### src/rtl/seg_scan_decoder.sv
// Display monitor for a multiplexed 7-segment scan: recovers the four digits, blanks and
// decimal points from the an/seg/dp pins and publishes them as complete frames.
module seg_scan_decoder #(
    parameter int STABLE_CYC   = 4,
    parameter int SCAN_TIMEOUT = 1_000_000
) (
    input  logic       clk,
    input  logic       rst_n,
    input  logic [6:0] seg,
    input  logic [3:0] an,
    input  logic       dp,
    output logic [3:0] d_mt,
    output logic [3:0] d_mo,
    output logic [3:0] d_st,
    output logic [3:0] d_so,
    output logic [3:0] blank,
    output logic [3:0] dp_on,
    output logic       frame_valid,
    output logic       frame_chg,
    output logic       err_anode,
    output logic       err_pattern,
    output logic       stalled
);
    localparam int CW = $clog2(STABLE_CYC + 1);
    localparam int TW = $clog2(SCAN_TIMEOUT + 1);
    localparam logic [CW-1:0] CNT_MAX = CW'(STABLE_CYC);
    localparam logic [TW-1:0] T_MAX   = TW'(SCAN_TIMEOUT);

    typedef enum logic {COLLECT = 1'b0, PUBLISH = 1'b1} state_t;

    // {blank, value}; unknown patterns decode to 4'hE
    function automatic logic [4:0] seg_decode(input logic [6:0] s);
        case (s)
            7'b1000000: seg_decode = {1'b0, 4'd0};
            7'b1111001: seg_decode = {1'b0, 4'd1};
            7'b0100100: seg_decode = {1'b0, 4'd2};
            7'b0110000: seg_decode = {1'b0, 4'd3};
            7'b0011001: seg_decode = {1'b0, 4'd4};
            7'b0010010: seg_decode = {1'b0, 4'd5};
            7'b0000010: seg_decode = {1'b0, 4'd6};
            7'b1111000: seg_decode = {1'b0, 4'd7};
            7'b0000000: seg_decode = {1'b0, 4'd8};
            7'b0010000: seg_decode = {1'b0, 4'd9};
            7'b1111111: seg_decode = {1'b1, 4'hF};
            default:    seg_decode = {1'b0, 4'hE};
        endcase
    endfunction

    // {valid, slot}
    function automatic logic [2:0] slot_decode(input logic [3:0] a);
        case (a)
            4'b1110: slot_decode = {1'b1, 2'd0};
            4'b1101: slot_decode = {1'b1, 2'd1};
            4'b1011: slot_decode = {1'b1, 2'd2};
            4'b0111: slot_decode = {1'b1, 2'd3};
            default: slot_decode = {1'b0, 2'd0};
        endcase
    endfunction

    logic [3:0]      s_an_q, prev_an_q;
    logic [6:0]      s_seg_q, prev_seg_q;
    logic            s_dp_q, prev_dp_q;
    logic [CW-1:0]   cnt_q, cnt_d;
    logic            acc_q, acc_d;
    logic [1:0]      acc_slot_q, acc_slot_d;
    logic [3:0]      acc_val_q, acc_val_d;
    logic            acc_blank_q, acc_blank_d;
    logic            acc_dp_q, acc_dp_d;
    logic [3:0][3:0] sh_val_q, sh_val_d;
    logic [3:0]      sh_blank_q, sh_blank_d;
    logic [3:0]      sh_dp_q, sh_dp_d;
    logic [3:0]      seen_q, seen_d;
    state_t          state_q, state_d;
    logic [3:0][3:0] out_val_q, out_val_d;
    logic [3:0]      out_blank_q, out_blank_d;
    logic [3:0]      out_dp_q, out_dp_d;
    logic            fv_q, fv_d, chg_q, chg_d;
    logic            ea_q, ea_d, ep_q, ep_d;
    logic [TW-1:0]   tcnt_q, tcnt_d;
    logic            an_ok, an_bad, same;
    logic [1:0]      an_slot;

    always_comb begin
        {an_ok, an_slot} = slot_decode(s_an_q);
        an_bad = !an_ok && (s_an_q != 4'hF);
        same   = (s_an_q == prev_an_q) && (s_seg_q == prev_seg_q) && (s_dp_q == prev_dp_q);

        // cnt_q == 0 means the previous sample was idle or illegal
        cnt_d = '0;
        if (an_ok) begin
            if (cnt_q == '0 || !same)  cnt_d = CW'(1);
            else if (cnt_q != CNT_MAX) cnt_d = cnt_q + 1'b1;
            else                       cnt_d = cnt_q;
        end
        acc_d = an_ok && (cnt_d == CNT_MAX) && (cnt_q != CNT_MAX);
        {acc_blank_d, acc_val_d} = seg_decode(s_seg_q);
        acc_slot_d = an_slot;
        acc_dp_d   = ~s_dp_q;

        sh_val_d   = sh_val_q;
        sh_blank_d = sh_blank_q;
        sh_dp_d    = sh_dp_q;
        seen_d     = (state_q == PUBLISH) ? 4'h0 : seen_q;
        if (acc_q) begin
            sh_val_d[acc_slot_q]   = acc_val_q;
            sh_blank_d[acc_slot_q] = acc_blank_q;
            sh_dp_d[acc_slot_q]    = acc_dp_q;
            seen_d[acc_slot_q]     = 1'b1;
        end
        state_d = (state_q == COLLECT && seen_d == 4'hF) ? PUBLISH : COLLECT;

        out_val_d   = out_val_q;
        out_blank_d = out_blank_q;
        out_dp_d    = out_dp_q;
        fv_d        = 1'b0;
        chg_d       = 1'b0;
        if (state_q == PUBLISH) begin
            out_val_d   = sh_val_q;
            out_blank_d = sh_blank_q;
            out_dp_d    = sh_dp_q;
            fv_d        = 1'b1;
            chg_d       = {sh_val_q, sh_blank_q, sh_dp_q} != {out_val_q, out_blank_q, out_dp_q};
        end

        ea_d   = an_bad;
        ep_d   = acc_q && (acc_val_q == 4'hE);
        tcnt_d = acc_q ? '0 : ((tcnt_q == T_MAX) ? tcnt_q : tcnt_q + 1'b1);
    end

    always_ff @(posedge clk) begin
        if (!rst_n) begin
            s_an_q      <= 4'hF;
            s_seg_q     <= 7'h7F;
            s_dp_q      <= 1'b1;
            prev_an_q   <= 4'hF;
            prev_seg_q  <= 7'h7F;
            prev_dp_q   <= 1'b1;
            cnt_q       <= '0;
            acc_q       <= 1'b0;
            acc_slot_q  <= '0;
            acc_val_q   <= '0;
            acc_blank_q <= 1'b0;
            acc_dp_q    <= 1'b0;
            sh_val_q    <= '0;
            sh_blank_q  <= 4'hF;
            sh_dp_q     <= '0;
            seen_q      <= '0;
            state_q     <= COLLECT;
            out_val_q   <= '0;
            out_blank_q <= 4'hF;
            out_dp_q    <= '0;
            fv_q        <= 1'b0;
            chg_q       <= 1'b0;
            ea_q        <= 1'b0;
            ep_q        <= 1'b0;
            tcnt_q      <= '0;
        end else begin
            s_an_q      <= an;
            s_seg_q     <= seg;
            s_dp_q      <= dp;
            prev_an_q   <= s_an_q;
            prev_seg_q  <= s_seg_q;
            prev_dp_q   <= s_dp_q;
            cnt_q       <= cnt_d;
            acc_q       <= acc_d;
            acc_slot_q  <= acc_slot_d;
            acc_val_q   <= acc_val_d;
            acc_blank_q <= acc_blank_d;
            acc_dp_q    <= acc_dp_d;
            sh_val_q    <= sh_val_d;
            sh_blank_q  <= sh_blank_d;
            sh_dp_q     <= sh_dp_d;
            seen_q      <= seen_d;
            state_q     <= state_d;
            out_val_q   <= out_val_d;
            out_blank_q <= out_blank_d;
            out_dp_q    <= out_dp_d;
            fv_q        <= fv_d;
            chg_q       <= chg_d;
            ea_q        <= ea_d;
            ep_q        <= ep_d;
            tcnt_q      <= tcnt_d;
        end
    end

    assign d_mt        = out_val_q[3];
    assign d_mo        = out_val_q[2];
    assign d_st        = out_val_q[1];
    assign d_so        = out_val_q[0];
    assign blank       = out_blank_q;
    assign dp_on       = out_dp_q;
    assign frame_valid = fv_q;
    assign frame_chg   = chg_q;
    assign err_anode   = ea_q;
    assign err_pattern = ep_q;
    assign stalled     = (tcnt_q == T_MAX);
endmodule

### config.mk
export PLATFORM = sky130hd
export DESIGN_NAME = seg_scan_decoder
export DESIGN_NICKNAME = d
export VERILOG_FILES = /design/src/rtl/seg_scan_decoder.sv
export SDC_FILE = /design/constraint.sdc
export NUM_CORES = 1
export LEC_CHECK = 0
export ABC_AREA = 1
export BUFFER_PORTS_ARGS = -buffer_cell sky130_fd_sc_hd__buf_2
export CAP_MARGIN = 30
export CORE_MARGIN = 1.5
export CORE_UTILIZATION = 63
export DETAILED_ROUTE_END_ITERATION = 10
export GPL_TIMING_DRIVEN = 0
export MAX_ROUTING_LAYER = met4
export PLACE_DENSITY = 0.81
export SETUP_SLACK_MARGIN = 0.3
export SYNTH_ARGS = -nofsm -noshare
export SYNTH_HDL_FRONTEND = slang
export SYNTH_SLANG_ARGS = --single-unit
export TNS_END_PERCENT = 1
### constraint.sdc
create_clock -name clk -period 4.1 [get_ports clk]
set_input_delay 0.41 -clock clk [delete_from_list [all_inputs] [get_ports clk]]
set_output_delay 0.41 -clock clk [all_outputs]
set_load 0.005 [all_outputs]
Word level (Yosys, flattened, before mapping)

Index checks and enable logic that the tools add are counted.

Word-level logic and storage cells: 94
Input bits: 14
Register bits: 113
Output and inout bits: 29

Add/sub/neg operators: 2
Reductions and logical operators: 15
Mux-type cells: 16
Equal/unequal tests: 24
Bitwise gates (word level): 4
$lt $le $gt $ge: 2

Operator list:

| kind                    | count |
|---|---|
| $pmux W5 S11            | 1 |
| $eq A7 B7 Y1 const B    | 4 |
| $ne A24 B24 Y1          | 1 |
| $eq A7 B5 Y1 const B    | 3 |
| $add A20 B1 Y20 const B | 1 |
| $eq A20 B20 Y1 const B  | 1 |
| $eq A4 B4 Y1 const B    | 5 |
| $bwmux W16              | 1 |
| $eq A7 B6 Y1 const B    | 2 |
| $mux W4                 | 3 |
| $pmux W3 S4             | 1 |
| $mux W3                 | 3 |
| $bwmux W4               | 2 |
| $demux W4 S2            | 1 |
| $logic_and A1 B1 Y1     | 8 |
| $eq A7 B2 Y1 const B    | 1 |
| $eq A7 B7 Y1            | 1 |
| $logic_not A7 Y1        | 1 |
| $eq A4 B3 Y1 const B    | 1 |
| $eq A4 B4 Y1            | 1 |
| $ne A4 B4 Y1 const B    | 1 |
| $or A4 B4 Y4            | 1 |
| $add A3 B1 Y3 const B   | 1 |
| $eq A3 B3 Y1 const B    | 1 |
| other kinds (12)        | 17 |

Depth between registers and ports, before layout

Depth after elaboration: 10
Mapped depth: 10
Gate-level depth less buffers: 10

Least setup slack after synthesis

Ideal clock, no wire load.

Kind: reg2reg
Start: register tcnt_q[0]
End: register tcnt_q[14]
Clock period less this slack: 1.316 ns
Setup time: 0.113 ns
Buffers on the path: 0
Stages on the path, launching flop included: 11
Slack: 2.784 ns
Data required time: 3.987 ns
Data arrival time: 1.203 ns
Path through: dfxtp_1 -> ha_1 -> nand2_1 -> inv_1 -> nand2_2 -> nor2_4 -> nand2_2 -> nor2_1 -> nand2_1 -> nand2_1 -> nor2_1

Longest elaborated chain between the ends: 1
Elaborated cells between the ends (all ways): 2
Those cells by class: add/sub (1); eq/ne (1)

Ends and longest elaborated chain:

| item                                              | RTL line | source |
|---|---|---|
| from (decl)                                       | 79       | `logic [TW-1:0] tcnt_q, tcnt_d;` |
| from (signal assigned)                            | 182      | `tcnt_q <= tcnt_d;` |
| $add A20 B1 Y20 or $eq A20 B20 Y1 (tied branches) | 127      | `tcnt_d = acc_q ? '0 : ((tcnt_q == T_MAX) ? tcnt_q : tcnt_q + 1'b1);` |

Parallel ways exist; a longest one is shown, timed or not.
A chain may end at the register's enable or synchronous reset.

Worst setup path after layout

Start: register tcnt_q[13]
End: output stalled

Longest elaborated chain between the ends: 1

Ends and longest elaborated chain:

| item           | RTL line | source |
|---|---|---|
| $eq A20 B20 Y1 | 196      | `assign stalled = (tcnt_q == T_MAX);` |
| to (decl)      | 22       | `output logic stalled` |

Every way passes these cells.

==> results.py <==
metrics = {
    "layout": {
        "area.growth.synth_to_final_pct": 19.3,
        "utilization": 0.775,
        "final_cells": 808,
        "final_nets": 714,
        "post-route-cell-area_mm2": 0.00562,
        "n_fill_cell": 532,
        "antenna_cells": 0,
        "drive_gt1_frac": 0.140,
    },
    "synthesis": {
        "synth_fp_nets": 653,
        "synth.area.top_cells": "dfxtp_1 48%, nand2_1 11%, inv_1 6.5%, nor2_1 5.7%, o21ai_0 5.1%",
        "yosys.area.top_type": "dfxtp_1",
        "ys_seq_elements": 113,
        "ys_seq_area_frac": 0.480,
        "ys.flop_type": "dfxtp_1",
        "synth-async-reset-ratio": 0,
        "synth_edf_count": 0,
        "yosysMostFrequentCell": "nand2_1",
        "synthDistinctLibCells": 30,
        "ys_top_cells_by_count": "139 x nand2_1, 113 x dfxtp_1, 82 x inv_1, 71 x nor2_1, 48 x o21ai_0",
        "netlist.area_leader.share": 0.480,
        "synth_area_per_cell_um2": 7.43,
        "synth_cells": 635,
        "syn_area_mm2": 0.00472,
        "yosysWarnings": 0,
    },
    "flow_run": {
        "cap_violations": 0,
    },
    "sta": {
        "clock_skew_ps": 12.0,
        "clock.fmax_mhz": 490,
        "maxSlewHeadroom": 0.665,
        "layout_setup_ws_ps": 2060,
        "finalCritPeriodShare": 0.498,
        "setup_viol": 0,
        "period_needed_ps": 2040,
        "slew_viol_final": 0,
        "tns_ps": 0,
        "grt_setup_unrepaired": "no",
        "tightest_slew_ps": 502,
        "finalHoldViolations": 0,
    },
    "setup_path": {
        "path_class": "reg2out",
        "critPathLaunchType": "flop",
        "cp.required_ps": 3690,
        "cp_max_fo": 5,
        "arrival_ps": 1630,
        "cp-end-kind": "primary output",
    },
    "outcome": {
        "outcome": "finished, final reports clean",
    },
    "cts": {
        "clk_path_buf_depth": 2,
        "cts_tree": "done",
        "cts_resized": 0,
        "cts_setup_buffers": 0,
        "cts-buffers-inserted": 17,
        "htree_num_levels": 4,
        "cts_hold_buf": 0,
        "cts_sinks": 113,
        "cts-root-buf": "clkbuf_8",
        "clk_latency_ps": 510,
        "clk_pin_slew_worst_paths_ps": 60,
    },
    "placement": {
        "hpwl_um": 7130,
        "dp_worst_setup_slack_ps": 2480,
        "port_buffers": 42,
        "dpl_cell_area_mm2": 0.00505,
        "place_congestion": 0.882,
        "placedCellCount": 776,
    },
    "global_routing": {
        "grt_pass1_vias": 3800,
        "grt_usage": 0.281,
        "grt_max_degree": 17,
        "gr-total-overflow": 0,
        "grt_first_pass_wirelength_um": 16500,
        "antenna_found_initial": 0,
    },
    "route": {
        "m1WireLength_um": 4360,
        "top_layer": "met4",
        "routed_wl_um": 10400,
        "drtAntennaViolNets": 0,
        "wl_per_cell_um": 12.8,
        "detail_route.first_pass.iterations": 5,
        "via_count": 4276,
        "wl_met3_um": 456,
        "drc": 0,
        "via_per_inst": 5.29,
        "wl_met2_um": 5240,
        "drtIter0Drc": 198,
    },
    "floorplanning": {
        "die_h_um": 89.5,
        "initial_core_util": 0.650,
        "row_count": 31,
        "chipWidth_um": 89.5,
        "io_pins": 43,
        "design.die.area_mm2": 0.00801,
        "core_mm2": 0.00725,
    },
    "power": {
        "p_leak_nw": 2.57,
        "ir_drop_mv": 0.427,
        "power_density_mw_per_mm2": 467,
    },
    "hold_path": {
        "hold_class": "in2reg",
    },
}
## area by class of cell
type | instances | area (um2) | share of cell area
Tap cell | 99 | 124 | 0.0220
Clock buffer | 17 | 414 | 0.0736
Clock inverter | 15 | 160 | 0.0285
Inverter | 86 | 323 | 0.0574
Multi-Input combinational cell | 421 | 2070 | 0.368
Sequential cell | 113 | 2260 | 0.402
Timing Repair Buffer | 42 | 210 | 0.0374
Buffer | 15 | 58.8 | 0.0105
## critical path, cell delays in order, from the launching register on
cell	delay (ps)
dfxtp_1	340
inv_1	100
nand2_1	50
nor3_1	150
nand4_1	110
nor3_1	200
buf_2	160
## per-layer routing
metal / global-route usage / vias up
li1: - / 2151
met1: 0.307 / 1964
met2: 0.474 / 131
met3: 0.0720 / 30
met4: 0.141 / 0
met5: - / -
## cell usage in the layout (no fill, tap or decap), types with 2 or more instances in the layout
| master | instances |
|---|---|
| nand2_1 | 139 |
| dfxtp_1 | 113 |
| inv_1 | 82 |
| nor2_1 | 71 |
| o21ai_0 | 48 |
| a21oi_1 | 46 |
| buf_2 | 44 |
| nand3_1 | 25 |
| xor2_1 | 20 |
| clkbuf_16 | 16 |
| clkbuf_1 | 13 |
| or2_2 | 13 |
| nor3_1 | 12 |
| nand4_1 | 11 |
| xnor2_1 | 5 |
| o22ai_1 | 5 |
| clkinv_4 | 5 |
| nand2_2 | 4 |
| clkinv_1 | 4 |
| ha_1 | 4 |
| o211ai_1 | 3 |
| inv_6 | 3 |
| clkinv_2 | 3 |
| nor2_2 | 2 |
| nand3b_1 | 2 |
| a211oi_1 | 2 |
| o22a_1 | 2 |
| clkinvlp_4 | 2 |
| bufinv_16 | 2 |
## through the flow
| stage | total power [mW] | hold WS [ps] |
|---|---|---|
| after floorplan | 1.23 | 428 |
| after global placement | 1.25 | 455 |
| after detailed placement | 1.26 | 464 |
| after CTS | 2.64 | 72.4 |
| after global routing | 2.70 | 75.8 |
| final | 2.63 | 81.1 |
## power breakdown
part	switching [mW]	leakage [nW]	internal [mW]
registers	0.0184	0.919	1.12
clock network	0.522	0.279	0.868
logic	0.0623	1.37	0.0370
total	0.603	2.57	2.02
## state kept, by name (all words and copies together), names as in the netlist, 7 cells and up
name        cells
prev_seg_q      7
s_seg_q         7
tcnt_q         20
sh_val_q       16
## cells by family after synthesis
logic type	synth area share
AO/OA/AOI/OAI	0.120
XOR/XNOR	0.0464
adder cells (fa/ha/maj)	0.0106
buffers and inverters	0.0809
flip-flops	0.480
AND/OR/NAND/NOR	0.263
## worst paths after layout
| kind | from | to | slack [ps] | cells past startpoint |
|---|---|---|---|---|
| worst max-delay path | tcnt_q[13] | stalled | 2060 | 6 |
| worst min-delay path | seg[1] | s_seg_q[1] | 80 | 2 |
| worst max register to register | cnt_q[0] | cnt_q[0] | 2530 | 10 |
| worst min register to register | tcnt_q[17] | tcnt_q[17] | 480 | 2 |
(Power assumes the default switching activity.)
